## config.mk

```make
export PLATFORM = sky130hd
export DESIGN_NAME = ibex_wb_pipe
export DESIGN_NICKNAME = d
export VERILOG_FILES = /design/src/rtl/ibex_pkg.sv /design/src/rtl/ibex_wb_retire_counter.sv /design/src/rtl/ibex_wb_pipe.sv
export SDC_FILE = /design/constraint.sdc
export NUM_CORES = 1
export LEC_CHECK = 0
export BUFFER_PORTS_ARGS = -buffer_cell sky130_fd_sc_hd__buf_2
export CORE_UTILIZATION = 43
export CTS_BUF_LIST = sky130_fd_sc_hd__clkbuf_4 sky130_fd_sc_hd__clkbuf_8
export DETAILED_ROUTE_END_ITERATION = 10
export GPL_TIMING_DRIVEN = 0
export PLACE_DENSITY = 0.79
export SYNTH_ARGS = -nofsm -noshare
export SYNTH_HDL_FRONTEND = slang
export SYNTH_SLANG_ARGS = --single-unit
```

## constraint.sdc

```tcl
create_clock -name clk_i -period 2.2 [get_ports clk_i]
set_input_delay 0.11 -clock clk_i [delete_from_list [all_inputs] [get_ports clk_i]]
set_output_delay 0.11 -clock clk_i [all_outputs]
set_load 0.05 [all_outputs]
```

## src/rtl/ibex_pkg.sv

```systemverilog
// Shared types for the writeback stage: instruction class and the held entry.
package ibex_pkg;

   typedef enum logic [1:0] {
      WB_INSTR_LOAD  = 2'b00,
      WB_INSTR_STORE = 2'b01,
      WB_INSTR_OTHER = 2'b10
   } wb_instr_type_e;

   typedef struct packed {
      logic           valid;
      wb_instr_type_e instr_type;
      logic [31:0]    pc;
      logic           compressed;
      logic           perf;
      logic [4:0]     waddr;
      logic [31:0]    wdata;
      logic           we;
   } wb_entry_t;

endpackage

```

## src/rtl/ibex_wb_retire_counter.sv

```systemverilog
// 64-bit retired-instruction counter, wraps modulo 2^64.
module ibex_wb_retire_counter (
   input  logic        clk_i,
   input  logic        rst_i,
   input  logic        inc_i,
   output logic [63:0] count_o
);

   logic [63:0] count_q;

   // Count one per enabled cycle.
   always_ff @(posedge clk_i or posedge rst_i) begin
      if (rst_i) begin
         count_q <= '0;
      end else if (inc_i) begin
         count_q <= count_q + 64'd1;
      end
   end

   assign count_o = count_q;

endmodule

```

## src/rtl/ibex_wb_pipe.sv

```systemverilog
// Single-entry writeback stage: holds one instruction from ID/EX, waits for
// the LSU response on loads/stores, writes the register file, reports hazard,
// forwarding and retire information.
// Optional macro IBEX_WB_RETIRE_CNT_EN adds a 64-bit retire counter port.
module ibex_wb_pipe
   import ibex_pkg::*;
#(
   parameter bit RV32E = 1'b0
) (
   input  logic           clk_i,
   input  logic           rst_i,
   input  logic           en_wb_i,
   input  wb_instr_type_e instr_type_wb_i,
   input  logic [31:0]    pc_id_i,
   input  logic           instr_is_compressed_id_i,
   input  logic           instr_perf_count_id_i,
   input  logic [4:0]     rf_waddr_id_i,
   input  logic [31:0]    rf_wdata_id_i,
   input  logic           rf_we_id_i,
   input  logic           lsu_resp_valid_i,
   input  logic           lsu_resp_err_i,
   input  logic           rf_we_lsu_i,
   input  logic [31:0]    rf_wdata_lsu_i,
   output logic           ready_wb_o,
   output logic [4:0]     rf_waddr_wb_o,
   output logic [31:0]    rf_wdata_wb_o,
   output logic           rf_we_wb_o,
   output logic           rf_write_wb_o,
   output logic [31:0]    rf_wdata_fwd_wb_o,
   output logic           outstanding_load_wb_o,
   output logic           outstanding_store_wb_o,
   output logic [31:0]    pc_wb_o,
   output logic           instr_done_wb_o,
   output logic           perf_instr_ret_wb_o,
   output logic           perf_instr_ret_compressed_wb_o
`ifdef IBEX_WB_RETIRE_CNT_EN
   ,
   output logic [63:0]    instr_ret_cnt_o
`endif
);

   wb_entry_t entry_q;
   wb_entry_t entry_d;
   logic      accept;
   logic      wb_done;
   logic      held_load;
   logic      held_store;
   logic      held_other;

   assign held_load  = entry_q.valid & (entry_q.instr_type == WB_INSTR_LOAD);
   assign held_store = entry_q.valid & (entry_q.instr_type == WB_INSTR_STORE);
   assign held_other = entry_q.valid & (entry_q.instr_type == WB_INSTR_OTHER);

   assign wb_done    = held_other | ((held_load | held_store) & lsu_resp_valid_i);
   assign ready_wb_o = ~entry_q.valid | wb_done;
   assign accept     = en_wb_i & ready_wb_o;

   // Assemble the incoming entry from the ID/EX handover.
   always_comb begin
      entry_d            = '0;
      entry_d.valid      = 1'b1;
      entry_d.instr_type = instr_type_wb_i;
      entry_d.pc         = pc_id_i;
      entry_d.compressed = instr_is_compressed_id_i;
      entry_d.perf       = instr_perf_count_id_i;
      entry_d.waddr      = rf_waddr_id_i;
      entry_d.wdata      = rf_wdata_id_i;
      entry_d.we         = rf_we_id_i;
   end

   // Accept overwrites the entry even while the old one completes (no bubble).
   always_ff @(posedge clk_i or posedge rst_i) begin
      if (rst_i) begin
         entry_q <= '0;
      end else if (accept) begin
         entry_q <= entry_d;
      end else if (wb_done) begin
         entry_q.valid <= 1'b0;
      end
   end

   // Register-file write strobe and data per held instruction class.
   always_comb begin
      rf_we_wb_o    = 1'b0;
      rf_wdata_wb_o = entry_q.wdata;
      if (held_other) begin
         rf_we_wb_o = entry_q.we;
      end else if (held_load) begin
         rf_we_wb_o    = lsu_resp_valid_i & rf_we_lsu_i & ~lsu_resp_err_i;
         rf_wdata_wb_o = rf_wdata_lsu_i;
      end
   end

   assign rf_waddr_wb_o          = {(RV32E ? 1'b0 : entry_q.waddr[4]), entry_q.waddr[3:0]};
   assign rf_write_wb_o          = entry_q.valid & (entry_q.we | (entry_q.instr_type == WB_INSTR_LOAD));
   assign rf_wdata_fwd_wb_o      = entry_q.wdata;
   assign outstanding_load_wb_o  = held_load;
   assign outstanding_store_wb_o = held_store;
   assign pc_wb_o                = entry_q.pc;
   assign instr_done_wb_o        = wb_done;

   assign perf_instr_ret_wb_o            = wb_done & entry_q.perf &
                                           ~((held_load | held_store) & lsu_resp_err_i);
   assign perf_instr_ret_compressed_wb_o = perf_instr_ret_wb_o & entry_q.compressed;

`ifdef IBEX_WB_RETIRE_CNT_EN
   ibex_wb_retire_counter u_retire_counter (
      .clk_i   (clk_i),
      .rst_i   (rst_i),
      .inc_i   (perf_instr_ret_wb_o),
      .count_o (instr_ret_cnt_o)
   );
`endif

endmodule

```

-- Yosys cells after proc, flatten, opt, wreduce, memory -nomap -nowiden
Index checks and enable logic that the tools add are counted.
- register bits after elaboration: 75
- bits of input ports: 112
- word-level logic and storage cells: 37
- bitwise operators: 19
- equality and inequality tests: 2
- muxes and demuxes: 6
- reductions and logical operators: 2
- operators by type and width (cell ; count):
    32-bit 2-to-1 mux ; 2
    1-bit AND ; 12
    1-bit 2-to-1 mux ; 4
    1-bit bitwise OR ; 4
    1-bit inverter ; 3
    2-bit by 1-bit equality test with 1-bit output (second input constant) ; 1
    2-bit equality test (second input constant) ; 1
    2-bit zero test ; 1
    2-bit nonzero test ; 1

-- Depth between registers and ports, before layout
Gate-level depths: netlist of the first run.
- depth in word-level cells: 8
- gate-level depth with buffers: 5

-- Worst setup path after synthesis of the first run
Ideal clock, no wire load.
- kind: register to output
- start point: register entry_q[73] (netlist bit)
- end point: output port perf_instr_ret_compressed_wb_o
- arrival: 2.318 ns
- slack: -0.228 ns
- stages on the path, launching flop included: 5
- path through: dfrtp_1 > buf_2 > or3b_2 > a21oi_1 > and2_1
- longest elaborated chain between the ends: 8
- elaborated cells on any way between the ends: 14
- classes of those cells: eq/ne: 2; bitwise: 11; reduce/logical: 1
- RTL lines (item ; RTL line ; source):
    start: declaration ; ibex_wb_pipe.sv:42 ; wb_entry_t entry_q;
    start signal: assignment ; ibex_wb_pipe.sv:76 ; entry_q <= entry_d;
    2-bit by 1-bit equality test with 1-bit output / 2-bit zero test (equally long branches) ; ibex_wb_pipe.sv:51, ibex_wb_pipe.sv:50 ;
    1-bit AND (on tied branches) ; ibex_wb_pipe.sv:51, ibex_wb_pipe.sv:50 ;
    1-bit bitwise OR ; ibex_wb_pipe.sv:54, ibex_wb_pipe.sv:103 ;
    1-bit AND ; ibex_wb_pipe.sv:54 ; assign wb_done = held_other | ((held_load | held_store) & lsu_resp_valid_i);
    1-bit bitwise OR ; ibex_wb_pipe.sv:54 ;
    1-bit AND ; ibex_wb_pipe.sv:102 ; assign perf_instr_ret_wb_o = wb_done & entry_q.perf &
    1-bit AND (*) ; ibex_wb_pipe.sv:102 ;
    net perf_instr_ret_wb_o ; ibex_wb_pipe.sv:34 ; output logic perf_instr_ret_wb_o,
    1-bit AND (*) ; ibex_wb_pipe.sv:104 ; assign perf_instr_ret_compressed_wb_o = perf_instr_ret_wb_o & entry_q.compressed;
    end: declaration ; ibex_wb_pipe.sv:35 ; output logic perf_instr_ret_compressed_wb_o
Mark *: on every way through the listed nets, which the timed path passes. The rest lies on a longest branch.

-- Final worst setup path of the first run
- start point: register entry_q[74] (netlist bit)
- end point: output port rf_wdata_wb_o[8]
- longest elaborated chain between the ends: 3
- elaborated cells on any way between the ends: 4
- classes of those cells: mux: 2; bitwise: 2
- RTL lines (item ; RTL line ; source):
    1-bit AND ; ibex_wb_pipe.sv:50 ; assign held_load = entry_q.valid & (entry_q.instr_type == WB_INSTR_LOAD);
    32-bit 2-to-1 mux ; ibex_wb_pipe.sv:88 ; end else if (held_load) begin
    32-bit 2-to-1 mux (*) ; ibex_wb_pipe.sv:86 ; if (held_other) begin
    end: declaration ; ibex_wb_pipe.sv:26 ; output logic [31:0] rf_wdata_wb_o,
Every way passes the cells marked *; elsewhere a longest branch is shown, timed or not.

==> results of run 1 <==
state kept, by name, indices dropped and copies added, names as in the netlist:
signal / flops
entry_q: 6
rf_waddr_wb_o: 5
rf_wdata_fwd_wb_o: 32
pc_wb_o: 32
worst max-delay path: cells and delay by family, from the launching register on:
family	cells	cell delay, ns
buf+inv	3	0.62
flops	1	0.33
mux	1	0.36
simple gates	2	0.33
cells in the final DEF, fill, tap and decap left out, types with 2 or more instances in the layout:
cell	netlist	layout
sky130_fd_sc_hd__dlygate4sd3_1	0	61
sky130_fd_sc_hd__mux2_1	6	6
sky130_fd_sc_hd__a21oi_1	3	2
sky130_fd_sc_hd__mux2_2	88	88
sky130_fd_sc_hd__clkbuf_4	0	2
sky130_fd_sc_hd__buf_4	69	74
sky130_fd_sc_hd__clkbuf_8	0	11
sky130_fd_sc_hd__nand2_1	4	4
sky130_fd_sc_hd__buf_2	5	221
sky130_fd_sc_hd__nor2_1	2	2
sky130_fd_sc_hd__bufinv_16	0	2
sky130_fd_sc_hd__buf_6	7	8
sky130_fd_sc_hd__nand2b_1	2	2
sky130_fd_sc_hd__dfrtp_1	75	75
sky130_fd_sc_hd__inv_1	3	2
sky130_fd_sc_hd__mux2_4	10	10
sky130_fd_sc_hd__o21ai_0	2	2
metrics by stage:
step / setup slack, ns / util
after floorplan: 0.0960 / -
after global placement: -0.673 / 0.587
after detailed placement: 0.122 / 0.589
after CTS: 0.0676 / 0.687
after global routing: 0.00514 / 0.690
final: 0.116 / 0.690
area by class of cell:
cell class,instances,area (um^2)
Tap cell,108,135
Timing Repair Buffer,285,1750
Clock inverter,4,72.6
Multi-Input combinational cell,131,1400
Buffer,81,636
Clock buffer,12,159
Sequential cell,75,1880
Fill cell,619,2720
Inverter,3,13.8
worst paths after layout:
check	slack [ns]	depth (start not counted)	startpoint	endpoint
worst max-delay path	0.12	6	entry_q[74]	rf_wdata_wb_o[8]
worst min-delay path	0.01	2	rf_waddr_id_i[0]	rf_waddr_wb_o[0]
worst max register to register	0.31	5	entry_q[73]	pc_wb_o[30]
worst min register to register	0.49	1	pc_wb_o[17]	pc_wb_o[17]
max in group asynchronous	1.28	4	rst_i	entry_q[73]
min in group asynchronous	0.36	3	rst_i	pc_wb_o[31]
timing repair:
| item | in CTS | in global routing |
|---|---|---|
| resized for setup | 4 | 2 |
| setup buffers | 2 | 1 |
| setup endpoints to repair | 29 | 28 |
| endpoints found under the hold margin | 92 | 1 |
| hold buffers | 60 | 1 |
| pin swaps | 1 | 1 |
cells by family after synthesis:
family                 Yosys count  share of synthesized area
muxes                          104                      0.310
buffers and inverters           84                      0.162
DFF                             75                      0.481
and+or+nand+nor                 17                     0.0266
AOI/OAI and AO/OA               10                     0.0199
synthesized netlist by cell type, types with 2 or more instances:
| master | number | area, um^2 |
|---|---|---|
| sky130_fd_sc_hd__mux2_2 | 88 | 991 |
| sky130_fd_sc_hd__mux2_4 | 10 | 150 |
| sky130_fd_sc_hd__inv_1 | 3 | 11.3 |
| sky130_fd_sc_hd__nor2_1 | 2 | 7.51 |
| sky130_fd_sc_hd__dfrtp_1 | 75 | 1880 |
| sky130_fd_sc_hd__o21ai_0 | 2 | 10.0 |
| sky130_fd_sc_hd__buf_6 | 7 | 78.8 |
| sky130_fd_sc_hd__buf_2 | 5 | 25.0 |
| sky130_fd_sc_hd__nand2b_1 | 2 | 12.5 |
| sky130_fd_sc_hd__nand2_1 | 4 | 15.0 |
| sky130_fd_sc_hd__mux2_1 | 6 | 67.6 |
| sky130_fd_sc_hd__buf_4 | 69 | 518 |
| sky130_fd_sc_hd__a21oi_1 | 3 | 15.0 |
layer usage:
layer	vias up	wire (um)	share of wire	track usage
met5	-	0	0	0
li1	1524	-	-	-
met2	137	5240	0.54	0.386
met4	0	229	0.024	0.0769
met1	1532	3710	0.38	0.233
met3	21	541	0.056	0.0468
==> parameters.txt, run 1 <==
Parameter                              Value

Synth
  Part of the Yosys area used for sequential elements    0.481
  Synthesized area    about 0.0039 mm^2
  Library cells used by synthesis    27
  Share of synthesized flip-flops with an asynchronous set or reset    1.00
  Net count after synthesis    402
  Post-Syn Instances    290
  Yosys warning count    0
  Dominant synthesized flop cell    sky130_fd_sc_hd__dfrtp_1
  Number of enable flip-flop cells after synthesis    0
  Number of synthesized register bits    75
  Syn_area_per_cell    13.4 um^2

Timing
  Setup violators final    0
  Period minus WS final    about 2.1 ns
  Final hold violation count    0
  Setup repair after global routing missed its margin    false
  Worst hold margin    0.0106 ns
  Fraction of the cycle the final worst path needs    0.947
  Setup Total Neg Slack    0 ns
  Worst Max-Slew Pin Slew    0.501 ns
  Max frequency    480 MHz
  Worst Clk Skew    0.00795 ns
  Max-slew violation count    0
  Max transition margin    0.666

Setup path
  Crit path launch type    register
  Chain of cells forming the critical path    clkbuf_4 > nand2b_1 > nor2_4 > buf_4 > mux2_2 > buf_2
  Capturing element type of the critical path    output port
  Critical Path AT    between 1.5 and 2 ns
  Library cell contributing the largest single delay on the critical path    sky130_fd_sc_hd__mux2_2
  Kind of critical path    reg -> out
  Largest stage delay, worst path    0.36 ns
  Required time of the worst setup path    2.09 ns
  Maximum fanout count along the critical path    10

Floorplan
  Die width    97.2 um
  I/O pin cnt    221
  Die area    0.00945 mm^2
  Floorplan row count    34
  Core area    between 0.008 and 0.009 mm^2
  Die H    97.2 um
  Initial cell density of the core    0.445

CTS
  Clock tree from TritonCTS    built
  Number of clock buffers inserted by TritonCTS    9
  TritonCTS Sinks    75
  Reg clk slew, reported paths    0.08 ns
  Root Driver    sky130_fd_sc_hd__clkbuf_8
  H-tree depth reported by CTS    3
  Buffer depth of the longest clock path    2
  Clock Latency Late Sink    0.34 ns

Placement
  Final weighted congestion in routability-driven placement    0.742
  DP Wirelength    6760 um
  Port-buffer cells    220
  Placement-stage cell area    ~0.0052 mm^2
  Cell count after placement    619

Route
  # DRC    0
  Per-cell via count in the routed design    approximately 4.6
  Detailed-route wire length per cell    13.9 um
  DR pass1 iterations    4
  Post-route antenna net violation count    0
  Overall via count from detail_route    about 3200
  First DRT Iteration DRCs    81
  DRT Wirelength    9720 um

Finish
  Cell Count, Final, Fillers Out    699
  Layout area overhead    55.0%
  Final design area excluding fillers    between 0.006 and 0.007 mm^2
  Fin nets    698
  Antenna diode instance count    0
  Share of cells above drive strength 1    0.719

Status
  Result of the run    completed

Global routing
  All-layer global routing usage    0.209
  Number of global-route vias before repair    3299
  Overall overflow remaining after global route    0
  Antenna violations before repair    0
  Largest net degree at the start of global routing    43
  First-pass GRT wire length    15800 um

Hold path
  Class of the most critical hold timing path    in -> reg

Run
  Max Cap Viol    0
Power of run 1 is left out: the tool's default activity adds up to more than one toggle a clock period on the data nets, which glitch-free logic cannot reach.
==> inputs of run 2 (changes only) <==
- PLACE_DENSITY: 0.79 -> default
- PLACE_DENSITY_LB_ADDON: default -> 0.15
==> run 2 against run 1 <==
Compared with the run above: critical path depth unchanged; design area fell by 1.7%; cell count down 1.0%; count of clock-buffer cells in the layout unchanged; global-route usage shrank 1.5 points; register-to-register slack about the same.
==> parameters.txt, run 2 (synthesis gave the netlist of run 1 again) <==
Parameter                              Value

Status
  Result of the run    completed

Route
  DR pass1 iterations    4 (unchanged)
  Detailed-route wire length per cell    13.0 um (-6.5%)
  Overall via count from detail_route    3126 (-2.7%)
  DRT Wirelength    9000 um (-7.4%)
  # DRC    0 (unchanged)
  Per-cell via count in the routed design    4.52 (-1.8%)
  Post-route antenna net violation count    0 (unchanged)
  First DRT Iteration DRCs    45 (-44%)

Setup path
  Critical Path Most Common Cell    sky130_fd_sc_hd__buf_2
  Largest stage delay, worst path    0.36 ns (about the same)
  Library cell contributing the largest single delay on the critical path    sky130_fd_sc_hd__mux2_2
  Kind of critical path    reg -> out
  Crit path launch type    register
  Maximum fanout count along the critical path    10 (unchanged)
  Critical path buffers and inverters    3 (unchanged)
  Required time of the worst setup path    2.09 ns (about the same)
  Capturing element type of the critical path    output port
  Critical path's top delay family    buffers and inverters
  Critical Path AT    1.99 ns (+0.02 ns)
  Chain of cells forming the critical path    buf_2 > nand2b_1 > nor2_4 > buf_4 > mux2_2 > buf_2

Floorplan
  I/O pin cnt    221 (unchanged)
  Initial cell density of the core    0.445 (unchanged)
  Floorplan row count    34 (unchanged)
  Die H    97.2 um (unchanged)
  Core area    0.00876 mm^2 (unchanged)
  Die width    97.2 um (unchanged)
  Die area    0.00945 mm^2 (unchanged)

Timing
  Setup violators final    0 (unchanged)
  Max transition margin    0.673 (+0.00723)
  Final hold violation count    0 (unchanged)
  Setup repair after global routing missed its margin    true
  Setup Total Neg Slack    0 ns (unchanged)
  Period minus WS final    2.10 ns (+0.0128 ns)
  Worst hold margin    0.0155 ns (+0.00487 ns)
  Max-slew violation count    0 (unchanged)
  Worst Max-Slew Pin Slew    0.491 ns (-0.0108 ns)
  Worst Clk Skew    0.0124 ns (+0.00442 ns)
  Max frequency    477 MHz (-0.61%)
  Fraction of the cycle the final worst path needs    0.953 (+0.00582)

Placement
  Cell count after placement    619 (unchanged)
  DP Wirelength    6530 um (-3.4%)
  Port-buffer cells    220 (unchanged)
  Final weighted congestion in routability-driven placement    0.732 (-1.4%)

Global routing
  First-pass GRT wire length    14700 um (-6.5%)
  Number of global-route vias before repair    3113 (-5.6%)
  All-layer global routing usage    0.194 (-0.0146)
  Overall overflow remaining after global route    0 (unchanged)
  Largest net degree at the start of global routing    40 (-7.0%)
  Antenna violations before repair    0 (unchanged)

CTS
  Clock tree from TritonCTS    built
  Root Driver    sky130_fd_sc_hd__clkbuf_8
  H-tree depth reported by CTS    3 (unchanged)
  Number of clock buffers inserted by TritonCTS    9 (unchanged)
  Reg clk slew, reported paths    0.07 ns (about the same)
  TritonCTS Sinks    75 (unchanged)
  Clock Latency Late Sink    0.33 ns (about the same)
  Buffer depth of the longest clock path    2 (unchanged)

Finish
  Cell Count, Final, Fillers Out    692 (-1.0%)
  Most frequent cells in the layout    sky130_fd_sc_hd__buf_2 (222), sky130_fd_sc_hd__mux2_2 (88), sky130_fd_sc_hd__dfrtp_1 (75), sky130_fd_sc_hd__buf_4 (74), sky130_fd_sc_hd__dlygate4sd3_1 (55)
  Antenna diode instance count    0 (unchanged)
  Most common cell after layout, fill and taps aside    sky130_fd_sc_hd__buf_2
  Fin nets    691 (-1.0%)
  Share of cells above drive strength 1    0.726 (+0.00691)
  Layout area overhead    52.4%

Run
  Max Cap Viol    0 (unchanged)

Hold path
  Class of the most critical hold timing path    in -> reg
[run 2: stage by stage]
| step | setup WS, ns | area, um^2 | util |
|---|---|---|---|
| after global routing | -0.00880 | 5940 | 0.678 |
| after global placement | -0.779 | 5140 | 0.587 |
| after floorplan | 0.0960 | 3900 | - |
| after CTS | 0.0674 | 5930 | 0.677 |
| after detailed placement | 0.164 | 5160 | 0.589 |
| final | 0.103 | 5940 | 0.678 |
[run 2: area by class of cell]
type | instances | area, um^2
timing repair buffer | 278 | 1690
fill | 692 | 2820
inverter | 3 | 13.8
clock buffer | 12 | 153
tap | 108 | 135
buffer | 81 | 629
sequential | 75 | 1880
multi-input combinational | 131 | 1400
clock inverter | 4 | 50.0
[run 2: routing by layer]
layer | up-vias | share of wire | global-route usage
met5 | - | 0 | 0
met2 | 119 | 0.53 | 0.354
met3 | 13 | 0.056 | 0.0403
li1 | 1504 | - | -
met4 | 0 | 0.016 | 0.0633
met1 | 1490 | 0.39 | 0.226
[run 2: final timing paths]
path | from | end | slack, ns | cells past startpoint
max | entry_q[74] | rf_wdata_wb_o[9] | 0.10 | 6
max reg2reg | entry_q[73] | rf_waddr_wb_o[4] | 0.32 | 5
min in group asynchronous | rst_i | pc_wb_o[18] | 0.35 | 3
min | rf_waddr_id_i[4] | rf_waddr_wb_o[4] | 0.02 | 2
max in group asynchronous | rst_i | rf_wdata_fwd_wb_o[11] | 1.29 | 4
min reg2reg | pc_wb_o[17] | pc_wb_o[17] | 0.49 | 1
[run 2: repair_timing]
action                                  in CTS  in global routing
hold endpoints to repair                    89                  1
pin swaps                                    1                  1
setup buffers                                2                  0
endpoints found under the setup margin      28                 27
hold buffers                                54                  1
gates resized for setup                      4                  0
Power of run 2 is left out for the same reason.
